<file path="src/rtl/second_countdown_timer.sv">
// mm:ss countdown timer in the clk_2MHz domain, decremented once per rising edge of an
// asynchronous 1 Hz square wave. Expiry raises a flag plus a registered one-cycle done pulse.
module second_countdown_timer #(
  parameter int unsigned MAX_MIN = 99,
  parameter int unsigned MIN_W   = 7
) (
  input  logic             clk_2MHz,
  input  logic             reset,
  input  logic             clk_1Hz,
  input  logic             load,
  input  logic [MIN_W-1:0] load_min,
  input  logic [5:0]       load_sec,
  input  logic             start_stop,
  output logic [MIN_W-1:0] min_out,
  output logic [5:0]       sec_out,
  output logic             running,
  output logic             expired,
  output logic             done_pulse
);

  localparam logic [MIN_W-1:0] MaxMin = MIN_W'(MAX_MIN);
  localparam logic [5:0]       MaxSec = 6'd59;

  typedef enum logic [1:0] {StIdle, StRun, StPause, StExpired} state_e;

  state_e           state_q, state_d;
  logic [MIN_W-1:0] min_q, min_d;
  logic [5:0]       sec_q, sec_d;
  logic             done_q, done_d;
  logic             s1_q, s2_q, s3_q;
  logic             tick;
  logic             count_zero;
  logic [MIN_W-1:0] dec_min;
  logic [5:0]       dec_sec;
  logic             dec_zero;

  // clk_1Hz is asynchronous: two-flop synchroniser, then a delay flop for edge detection.
  always_ff @(posedge clk_2MHz or posedge reset) begin
    if (reset) begin
      s1_q <= 1'b0;
      s2_q <= 1'b0;
      s3_q <= 1'b0;
    end else begin
      s1_q <= clk_1Hz;
      s2_q <= s1_q;
      s3_q <= s2_q;
    end
  end

  assign tick = s2_q & ~s3_q;

  always_ff @(posedge clk_2MHz or posedge reset) begin
    if (reset) begin
      state_q <= StIdle;
      min_q   <= '0;
      sec_q   <= '0;
      done_q  <= 1'b0;
    end else begin
      state_q <= state_d;
      min_q   <= min_d;
      sec_q   <= sec_d;
      done_q  <= done_d;
    end
  end

  assign count_zero = (min_q == '0) && (sec_q == '0);

  always_comb begin
    dec_min = min_q;
    dec_sec = sec_q;
    if (sec_q != '0) begin
      dec_sec = sec_q - 6'd1;
    end else if (min_q != '0) begin
      dec_sec = MaxSec;
      dec_min = min_q - MIN_W'(1);
    end
  end

  assign dec_zero = (dec_min == '0) && (dec_sec == '0);

  always_comb begin
    state_d = state_q;
    min_d   = min_q;
    sec_d   = sec_q;
    done_d  = 1'b0;
    if (load) begin
      // Load overrides any coincident tick or start_stop.
      state_d = StIdle;
      min_d   = (load_min > MaxMin) ? MaxMin : load_min;
      sec_d   = (load_sec > MaxSec) ? MaxSec : load_sec;
    end else begin
      unique case (state_q)
        StIdle: begin
          if (start_stop && !count_zero) state_d = StRun;
        end
        StRun: begin
          if (tick) begin
            min_d = dec_min;
            sec_d = dec_sec;
          end
          // Reaching 00:00 wins over a coincident pause request.
          if (tick && dec_zero) begin
            state_d = StExpired;
            done_d  = 1'b1;
          end else if (start_stop) begin
            state_d = StPause;
          end
        end
        StPause: begin
          if (start_stop) state_d = StRun;
        end
        StExpired: begin
          if (start_stop) state_d = StIdle;
        end
        default: state_d = StIdle;
      endcase
    end
  end

  always_comb begin
    min_out    = min_q;
    sec_out    = sec_q;
    running    = (state_q == StRun);
    expired    = (state_q == StExpired);
    done_pulse = done_q;
  end

endmodule

</file>
<file path="config.mk">
export PLATFORM = sky130hd
export DESIGN_NAME = second_countdown_timer
export DESIGN_NICKNAME = d
export VERILOG_FILES = /design/src/rtl/second_countdown_timer.sv
export SDC_FILE = /design/constraint.sdc
export NUM_CORES = 1
export LEC_CHECK = 0
export CORE_MARGIN = 5
export CORE_UTILIZATION = 53
export CTS_CLUSTER_SIZE = 12
export DETAILED_ROUTE_END_ITERATION = 6
export GPL_TIMING_DRIVEN = 1
export PLACE_DENSITY = 0.92
export REMOVE_ABC_BUFFERS = 1
export SKIP_CTS_REPAIR_TIMING = 1
export SYNTH_ARGS = -nofsm -noshare
export SYNTH_HDL_FRONTEND = slang
export SYNTH_SLANG_ARGS = --single-unit
</file>
<file path="constraint.sdc">
create_clock -name clk_2MHz -period 2.6 [get_ports clk_2MHz]
set_input_delay 0.52 -clock clk_2MHz [delete_from_list [all_inputs] [get_ports clk_2MHz]]
set_output_delay 0.52 -clock clk_2MHz [all_outputs]
set_load 0.005 [all_outputs]
</file>
### After elaboration in Yosys (flattened, before gate mapping)

Cells that the tools add are included.

* reduce and logical (&&, ||, !) cells: 16
* muxes and demuxes: 22
* bitwise operators: 2
* equal/unequal tests: 7
* order comparisons: 2
* $add $sub $neg: 2

Operators with widths (number)
* $mux 7: 6
* $mux 6: 6
* $logic_not 7->1: 2
* $logic_not 6->1: 2
* $mux 2: 6
* $ne 3x3->1 const B: 3
* $pmux 2 s4: 1
* $gt 7x7->1 const B: 1
* $reduce_bool 7->1: 1
* $sub 7x1->7 const B: 1
* $gt 6x6->1 const B: 1
* $reduce_bool 6->1: 1
* $sub 6x1->6 const B: 1
* $eq 2x2->1 const B: 2
* $logic_and 1x1->1: 4
* $ne 4x3->1 const B: 1
* $reduce_and 4->1: 1
* $reduce_bool 2->1: 2
* $mux 1: 3
* $eq 2x1->1 const B: 1
* $logic_not 2->1: 1
* $reduce_and 2->1: 1
* $and 1x1->1: 1
* $logic_not 1->1: 1
* $not 1->1: 1

* register bits after elaboration: 19
* input port bits: 18
* logic and storage cells: 58
* output and inout bits: 16

### Depth between registers and ports, before layout

Gate-level depths: netlist of run 1.

* depth after elaboration: 9
* mapped depth: 7

### Least setup slack after synthesis of run 1

Ideal clock, no wire load.

* path type: reg-to-reg
* from: register min_q[0], in the netlist min_out[0]
* to: register done_q, in the netlist done_pulse
* stages on the path, launching flop included: 8
* setup slack: 0.784 ns
* arrival: 1.721 ns
* required time: 2.504 ns
* library setup time: 0.096 ns
* period minus slack after synthesis: 1.816 ns
* cells stage by stage: dfrtp_1 > inv_1 > ha_1 > nor3b_2 > and3b_1 > a2111oi_4 > o21ai_2 > nor4_2

* word-level cells in the longest chain between the ends: 9
* elaborated cells on any way between the ends: 13

Ends and longest elaborated chain
* start: declaration: line 27 `logic [MIN_W-1:0] min_q, min_d;`
* start signal: assignment: line 60 `min_q <= min_d;`
* $sub 7x1->7 / $reduce_bool 7->1 (equally long branches): line 75, 73
* $mux 7 / $mux 6 (equally long branches): line 73 `end else if (min_q != '0) begin`
* $mux 7 / $mux 6 (equally long branches): line 71 `if (sec_q != '0) begin`
* $logic_not 7->1 / $logic_not 6->1 (equally long branches): line 79 `assign dec_zero = (dec_min == '0) && (dec_sec == '0);`
* $logic_and 1x1->1 *: line 79
* $logic_and 1x1->1 *: line 102 `if (tick && dec_zero) begin`
* $mux 1 *: line 102
* $mux 1 *: line 92 `unique case (state_q)`
* $mux 1 *: line 86 `if (load) begin`
* via done_d: line 29 `logic done_q, done_d;`
* end signal: assignment: line 62 `done_q <= done_d;`
* end: declaration: line 29

Mark *: on every way through the listed nets, which the timed path passes. The rest lies on a longest branch.
A chain may end at the register's enable or synchronous reset.

### Worst setup path after layout of run 1

* from: register min_q[0], in the netlist min_out[0]
* to: register min_q[2], in the netlist min_out[2]

* word-level cells in the longest chain between the ends: 6
* elaborated cells on any way between the ends: 7

Ends and longest elaborated chain
* $sub 7x1->7 / $reduce_bool 7->1 (equally long branches): line 75, 73
* $mux 7 *: line 73
* $mux 7 *: line 71
* $mux 7 *: line 97 `if (tick) begin`
* $mux 7 *: line 92
* $mux 7 *: line 86

Every way passes the cells marked *; elsewhere a longest branch is shown, timed or not. The select of a mux whose other input is x is not followed.

==> results of run 1 <==
==> cell families (layout without fill, tap and decap cells) <==
group / count (synthesis) / in the layout / share of synthesized area
flops: 19 / 19 / 0.342
xor+xnor: 1 / 1 / 0.00630
fa+ha+maj: 3 / 3 / 0.0270
simple gates: 62 / 62 / 0.271
compound gates: 44 / 44 / 0.231
buf+inv: 18 / 51 / 0.0558
mux: 9 / 9 / 0.0666
==> critical path, stage by stage, from the launching register on <==
cell      delay [ns]
dfrtp_1         0.49
inv_1           0.16
ha_1            0.23
nor3b_2         0.30
and3b_1         0.39
o211ai_1        0.12
a221oi_1        0.36
a21oi_1         0.08
==> cell usage in the layout (no fill, tap or decap), drive strengths merged, types with 6 or more instances in the layout <==
master	netlist	final
nor2	16	16
nor3	8	8
nand2	9	9
mux2i	7	7
dfrtp	19	19
o21ai	13	13
a21oi	7	7
nand3	6	6
inv	12	12
clkdlybuf4s50	0	33
==> worst min-delay path by stage <==
stage                     endpoint  slack (ns)  cells past startpoint
floorplan           s2_q$_DFF_PP0_        0.33                      0
global placement    s2_q$_DFF_PP0_        0.35                      0
detailed placement  s2_q$_DFF_PP0_        0.34                      0
CTS                 s2_q$_DFF_PP0_        0.38                      0
global route        s2_q$_DFF_PP0_        0.39                      0
finish              s2_q$_DFF_PP0_        0.38                      0
==> through the flow <==
| step | cells | cell area (um^2) |
|---|---|---|
| 2_1_floorplan | 150 | 1360 |
| 3_3_place_gp | 215 | 1750 |
| 3_5_place_dp | 215 | 1750 |
| 4_1_cts | 219 | 1770 |
| 5_1_grt | 219 | 1770 |
| 6_report | 219 | 1770 |
==> metal layers <==
| layer | wire (um) | GRT usage |
|---|---|---|
| met5 | 0 | 0 |
| met4 | 58 | 0.0774 |
| met1 | 1690 | 0.316 |
| met2 | 2040 | 0.405 |
| met3 | 227 | 0.0335 |
==> report_power, final <==
group          leakage [nW]  total (mW)  switching, mW  internal (mW)
Sequential            0.228       0.369         0.0494          0.319
Clock                0.0177       0.154         0.0966         0.0573
Combinational         0.502       0.230          0.111          0.119
Total                 0.747       0.753          0.257          0.495
==> area by class of cell <==
class | instances | area share
Timing Repair Buffer | 35 | 0.195
Inverter | 12 | 0.0254
Clock inverter | 1 | 0.00282
Clock buffer | 3 | 0.0127
Multi-Input combinational cell | 119 | 0.475
Tap cell | 30 | 0.0212
Sequential cell | 19 | 0.268
==> cell usage after synthesis, types with 2 or more instances <==
cell	instances	area, um^2
clkbuf_1	3	11.3
a21o_1	3	22.5
o21ai_1	8	40.0
o22a_1	2	17.5
a211oi_1	3	22.5
buf_2	2	10.0
a21oi_1	7	35.0
nand4_1	2	12.5
dfrtp_1	19	475
nand3b_1	2	15.0
o211ai_1	2	15.0
nor3_1	6	30.0
inv_1	12	45.0
nor2_1	15	56.3
ha_1	3	37.5
nand3_1	6	30.0
mux2i_1	7	70.1
o21ai_0	4	20.0
nand2_1	8	30.0
nand2b_1	4	25.0
==> flip-flops by register name, summed over array words and instances, names as in the netlist <==
register    cells
state_q         2
s3_q            1
done_pulse      1
min_out         7
s1_q            1
s2_q            1
sec_out         6
==> out/results.ini, run 1 <==
[outcome]
status = finished clean

[layout]
drive_gt1_frac = 0.101
num-fill-cells = 192
diodes = 0
utilization = 0.710
multiInputGateArea_um2 = 843
fin_nets = 211
regArea_um2 = 475
syn_to_final_growth_pct = 27.6

[sta]
holdWs_ns = 0.379
rsz0062_at_grt = no
relSlewSlack = 0.460
maxClockFrequency_ghz = 0.448
fin_ws_ns = 0.367
hold_viol = 0
finalMaxSlewViolations = 0
fin_crit_sh = 0.859
tightest_slew_ns = 0.798
tns_ns = 0
setup_violations = 0
period_needed_ns = 2.23
final.setup_skew_ns = 0.00772

[setup_path]
r2r_cells = 7
crit_end = min_out[2]$_DFFE_PP0P_
endpoint_kind = flip-flop
startpoint = min_out[0]$_DFFE_PP0P_
path_class = reg2reg
critical_path_arrival_ns = 2.41
cp-start-kind = flip-flop
reg2reg_to = min_out[2]$_DFFE_PP0P_
r2r-start = min_out[0]$_DFFE_PP0P_
ff2ff_setup_slack_ns = 0.37
crit_required_ns = 2.78
path_max_fanout = 5

[global_route]
grt_pass1_wl_um = 6730
grt_usage = 0.240
antenna_found_initial = 0
grt_overflow = 0
grt_max_degree = 27
grt_pass1_vias = 1432

[floorplanning]
start_util = 0.556
die_w_um = 61.2
rows = 18
die_y_um = 61.2
io_pins = 34
fp.coreArea_um2 = 2500
dieArea_um2 = 3750

[routing]
vias = 1370
antenna_left = 0
drtPass1Iterations = 4
wirelength_um = 4020
vias_per_cell = 6.26
drcViolationCount = 0
wl_per_cell_um = 18.3
drt-initial-drc-count = 125

[yosys]
synth_ff_type = dfrtp_1
postSynthAreaPerCell_um2 = 8.91
synth_edf_count = 0
seq_area_frac_synth = 0.342
ys.warnings.count = 0
async_flop_share = 1.00
synth-seq-cells = 19
syn_area_um2 = 1390
syn_inst = 156
synth_cell_type_count = 58

[pwr]
p_total_mw = 0.753
p_leak_nw = 0.747
ir_worst_vdd_v = 0.000310
powerDensity_nw_per_um2 = 424

[clock_tree]
cts_tree = built
cts-root-buf = clkbuf_4
cts_buffers = 3
cts.path.max_buffers = 2
clock_latency_ns = 0.30
clk_pin_slew_ns = 0.12
cts.sinks = 19
htreeDepth = 1

[flow_run]
drv_cap = 0

[place]
place_congestion = 0.872
io_buffers = 33
hpwl_um = 3180
dp_slack_ns = 0.415

[worst_hold_path]
hold_path_class = reg2reg
worstHoldStart = s1_q$_DFF_PP0_

Power figures use the tool's default switching activity.
==> run 2: changes to the inputs <==
Settings changed: CTS_BUF_LIST from default to sky130_fd_sc_hd__clkbuf_16.
==> out/results.ini, run 2 (synthesized netlist as in run 1, its figures left out) <==
[outcome]
status = finished clean

[layout]
syn_to_final_growth_pct = 31.4
largest_register_ffs = 7
layout_commonest_cell = clkdlybuf4s50_1
utilization = 0.731
layout_common_cells = clkdlybuf4s50_1 (33), dfrtp_1 (19), nor2_1 (15)
diodes = 0
drive_gt1_frac = 0.101
finalInstanceArea_um2 = 1830
fin_nets = 211

[global_route]
grtUsageMet1 = 0.332
grt_max_degree = 27
busiest_layer = met2
grt_pass1_vias = 1472
grt_pass1_wl_um = 6980
use_met2 = 0.423
antenna_found_initial = 0
grt_overflow = 0
grt_usage = 0.251
grt.met3_usage = 0.0335

[clock_tree]
cts.path.max_buffers = 2
htreeDepth = 1
cts_buffers = 3
cts_tree = built
clk_pin_slew_ns = 0.06
cts-root-buf = clkbuf_16
cts.sinks = 19
clock_latency_ns = 0.25

[pwr]
p_total_mw = 0.922
ir_worst_vdd_v = 0.000449
powerDensity_nw_per_um2 = 505
p_leak_nw = 0.770

[flow_run]
drv_cap = 0

[sta]
tightest_slew_ns = 0.799
finalMaxSlewViolations = 0
period_needed_ns = 2.23
hold_viol = 0
fin_crit_sh = 0.859
tns_ns = 0
maxClockFrequency_ghz = 0.448
setup_violations = 0
final.setup_skew_ns = 0.00150
relSlewSlack = 0.460
rsz0062_at_grt = no
holdWs_ns = 0.365

[floorplanning]
start_util = 0.556
die_w_um = 61.2
dieArea_um2 = 3750
fp.coreArea_um2 = 2500
io_pins = 34
rows = 18
die_y_um = 61.2

[setup_path]
startpoint = min_out[0]$_DFFE_PP0P_
crit_required_ns = 2.77
path_max_fanout = 5
reg2reg_to = state_q[1]$_DFFE_PP0P_
path_class = reg2reg
critical_path_arrival_ns = 2.40
crit_end = state_q[1]$_DFFE_PP0P_
endpoint_kind = flip-flop
r2r-start = min_out[0]$_DFFE_PP0P_
ff2ff_setup_slack_ns = 0.37
r2r_cells = 7
cp-start-kind = flip-flop

[worst_hold_path]
hold_path_class = reg2reg
worstHoldStart = s1_q$_DFF_PP0_

[routing]
wirelength_um = 4190
drcViolationCount = 0
vias = 1376
antenna_left = 0
wl_per_cell_um = 19.1
drt-initial-drc-count = 137
drtPass1Iterations = 4
vias_per_cell = 6.28

[place]
io_buffers = 33
place_congestion = 0.872
hpwl_um = 3180
placed_cell_area_um2 = 1750

-- run 2: worst min-delay path by stage --
| stage | end | slack, ns | cells after the start |
|---|---|---|---|
| final | s2_q$_DFF_PP0_ | 0.36 | 0 |
| after global routing | s2_q$_DFF_PP0_ | 0.37 | 0 |
| after CTS | s2_q$_DFF_PP0_ | 0.37 | 0 |
| after detailed placement | s2_q$_DFF_PP0_ | 0.34 | 0 |
| after global placement | s2_q$_DFF_PP0_ | 0.35 | 0 |
| after floorplan | s2_q$_DFF_PP0_ | 0.33 | 0 |
-- run 2: layer usage --
layer | part of all wire | wire length [um] | up-vias
met2 | 0.51 | 2130 | 69
met5 | 0 | 0 | -
li1 | - | - | 648
met4 | 0.0098 | 41 | 0
met3 | 0.068 | 287 | 4
met1 | 0.41 | 1730 | 655
-- run 2: report_power, final --
part	total, mW	switching [mW]	internal [mW]
clock network	0.320	0.114	0.206
logic	0.232	0.114	0.119
registers	0.370	0.0494	0.320
-- run 2: worst max-delay path, cell delays in order, from the launching register on --
cell	delay [ns]
dfrtp_1	0.47
inv_1	0.16
ha_1	0.22
nor3b_2	0.30
and3b_1	0.39
a41o_1	0.24
o2111ai_1	0.18
o21ai_1	0.20
-- run 2: stage by stage --
step,cells,worst slack [ns]
final,219,0.367
after global routing,219,0.248
after CTS,219,0.405
after detailed placement,215,0.415
after global placement,215,0.482
after floorplan,150,0.138
-- run 2: cell type report --
type / count / area [um^2]
multi-input combinational: 119 / 843
fill: 179 / 673
sequential: 19 / 475
timing repair buffer: 35 / 345
clock buffer: 3 / 75.1
inverter: 12 / 45.0
tap: 30 / 37.5
clock inverter: 1 / 5.00
==> run 3: changes to the inputs <==
Settings changed: REMOVE_ABC_BUFFERS 1 to default.
==> out/results.ini, run 3 (synthesized netlist as in run 1, its figures left out) <==
[sta]
tns_ns = 0
relSlewSlack = 0.504
fin_crit_sh = 0.932
setup_violations = 0
period_needed_ns = 2.42
finalMaxSlewViolations = 0
rsz0062_at_grt = no
hold_viol = 0
tightest_slew_ns = 0.743
final.setup_skew_ns = 0.00242
maxClockFrequency_ghz = 0.413

[layout]
fin_nets = 211
drive_gt1_frac = 0.0952
layout_commonest_cell = clkdlybuf4s50_1
layout_common_cells = clkdlybuf4s50_1 (33), dfrtp_1 (19), nor2_1 (15)
largest_register_ffs = 7
diodes = 0
syn_to_final_growth_pct = 31.3

[clock_tree]
cts-root-buf = clkbuf_16
cts_buffers = 3
cts_tree = built
clock_latency_ns = 0.25
clk_pin_slew_ns = 0.05
cts.sinks = 19
htreeDepth = 1
cts.path.max_buffers = 2

[outcome]
status = finished clean

[setup_path]
startpoint = min_out[0]$_DFFE_PP0P_
path_class = reg2reg
cp-start-kind = flip-flop
endpoint_kind = flip-flop
crit_required_ns = 2.74
path_max_fanout = 5
critical_path_arrival_ns = 2.57
r2r-start = min_out[0]$_DFFE_PP0P_

[global_route]
grt_pass1_wl_um = 6860
antenna_found_initial = 0
grt_usage = 0.254
grt_max_degree = 27
grt_pass1_vias = 1380
grt_overflow = 0

[routing]
wirelength_um = 4190
drcViolationCount = 0
drtPass1Iterations = 4
drt-initial-drc-count = 120
wl_per_cell_um = 19.2
antenna_left = 0
vias_per_cell = 6.36
vias = 1392

[yosys]
syn_nets = 177

[floorplanning]
die_w_um = 61.2
die_y_um = 61.2
fp.coreArea_um2 = 2500
rows = 18
start_util = 0.556
io_pins = 34
dieArea_um2 = 3750

[place]
hpwl_um = 3080
io_buffers = 33
place_congestion = 0.934

[flow_run]
drv_cap = 0

[worst_hold_path]
worstHoldStart = s1_q$_DFF_PP0_
hold_path_class = reg2reg

[pwr]
p_leak_nw = 0.772
powerDensity_nw_per_um2 = 502
ir_worst_vdd_v = 0.000464
p_total_mw = 0.917

[run 3: stage by stage]
step | cell area [um^2] | hold slack, ns | worst slack (ns) | instances | util
3_3_place_gp | 1750 | 0.344 | 0.385 | 215 | 0.699
2_1_floorplan | 1390 | 0.331 | 0.784 | 156 | -
4_1_cts | 1830 | 0.359 | 0.266 | 219 | 0.730
3_5_place_dp | 1750 | 0.337 | 0.365 | 215 | 0.699
6_report | 1830 | 0.352 | 0.178 | 219 | 0.730
5_1_grt | 1830 | 0.381 | 0.133 | 219 | 0.730
[run 3: where the power goes]
group / internal [mW] / switching (mW)
clock: 0.205 / 0.111
sequential: 0.320 / 0.0488
combinational: 0.119 / 0.114
total: 0.643 / 0.274
[run 3: final timing paths]
check	to	slack [ns]	depth (start not counted)
max reg2reg	done_pulse$_DFF_PP0_	0.18	7
min in group asynchronous	s1_q$_DFF_PP0_	0.70	2
min	s2_q$_DFF_PP0_	0.35	0
max	done_pulse$_DFF_PP0_	0.18	7
max in group asynchronous	state_q[0]$_DFFE_PP0P_	1.43	2
min reg2reg	s2_q$_DFF_PP0_	0.35	0
[run 3: worst max-delay path: stages (launching register included)]
cell and delay, ns:
dfrtp_1 0.46, inv_1 0.15, ha_1 0.23, nor3b_2 0.32, and3b_1 0.44, a41o_1 0.29, nand2_1 0.10, nor4_2 0.31
[run 3: final cells by class]
| cell class | instances | area (um^2) |
|---|---|---|
| tap | 30 | 37.5 |
| fill | 191 | 674 |
| inverter | 12 | 45.0 |
| timing repair buffer | 35 | 345 |
| multi-input combinational | 119 | 843 |
| sequential | 19 | 475 |
| clock inverter | 1 | 3.75 |
| clock buffer | 3 | 75.1 |
[run 3: layer usage]
metal | track usage | part of all wire | up-vias | wire length (um)
met5 | 0 | 0 | - | 0
met4 | 0.115 | 0.026 | 0 | 108
met3 | 0.0461 | 0.086 | 13 | 362
met2 | 0.390 | 0.48 | 73 | 2000
met1 | 0.349 | 0.41 | 663 | 1730
li1 | - | - | 643 | -
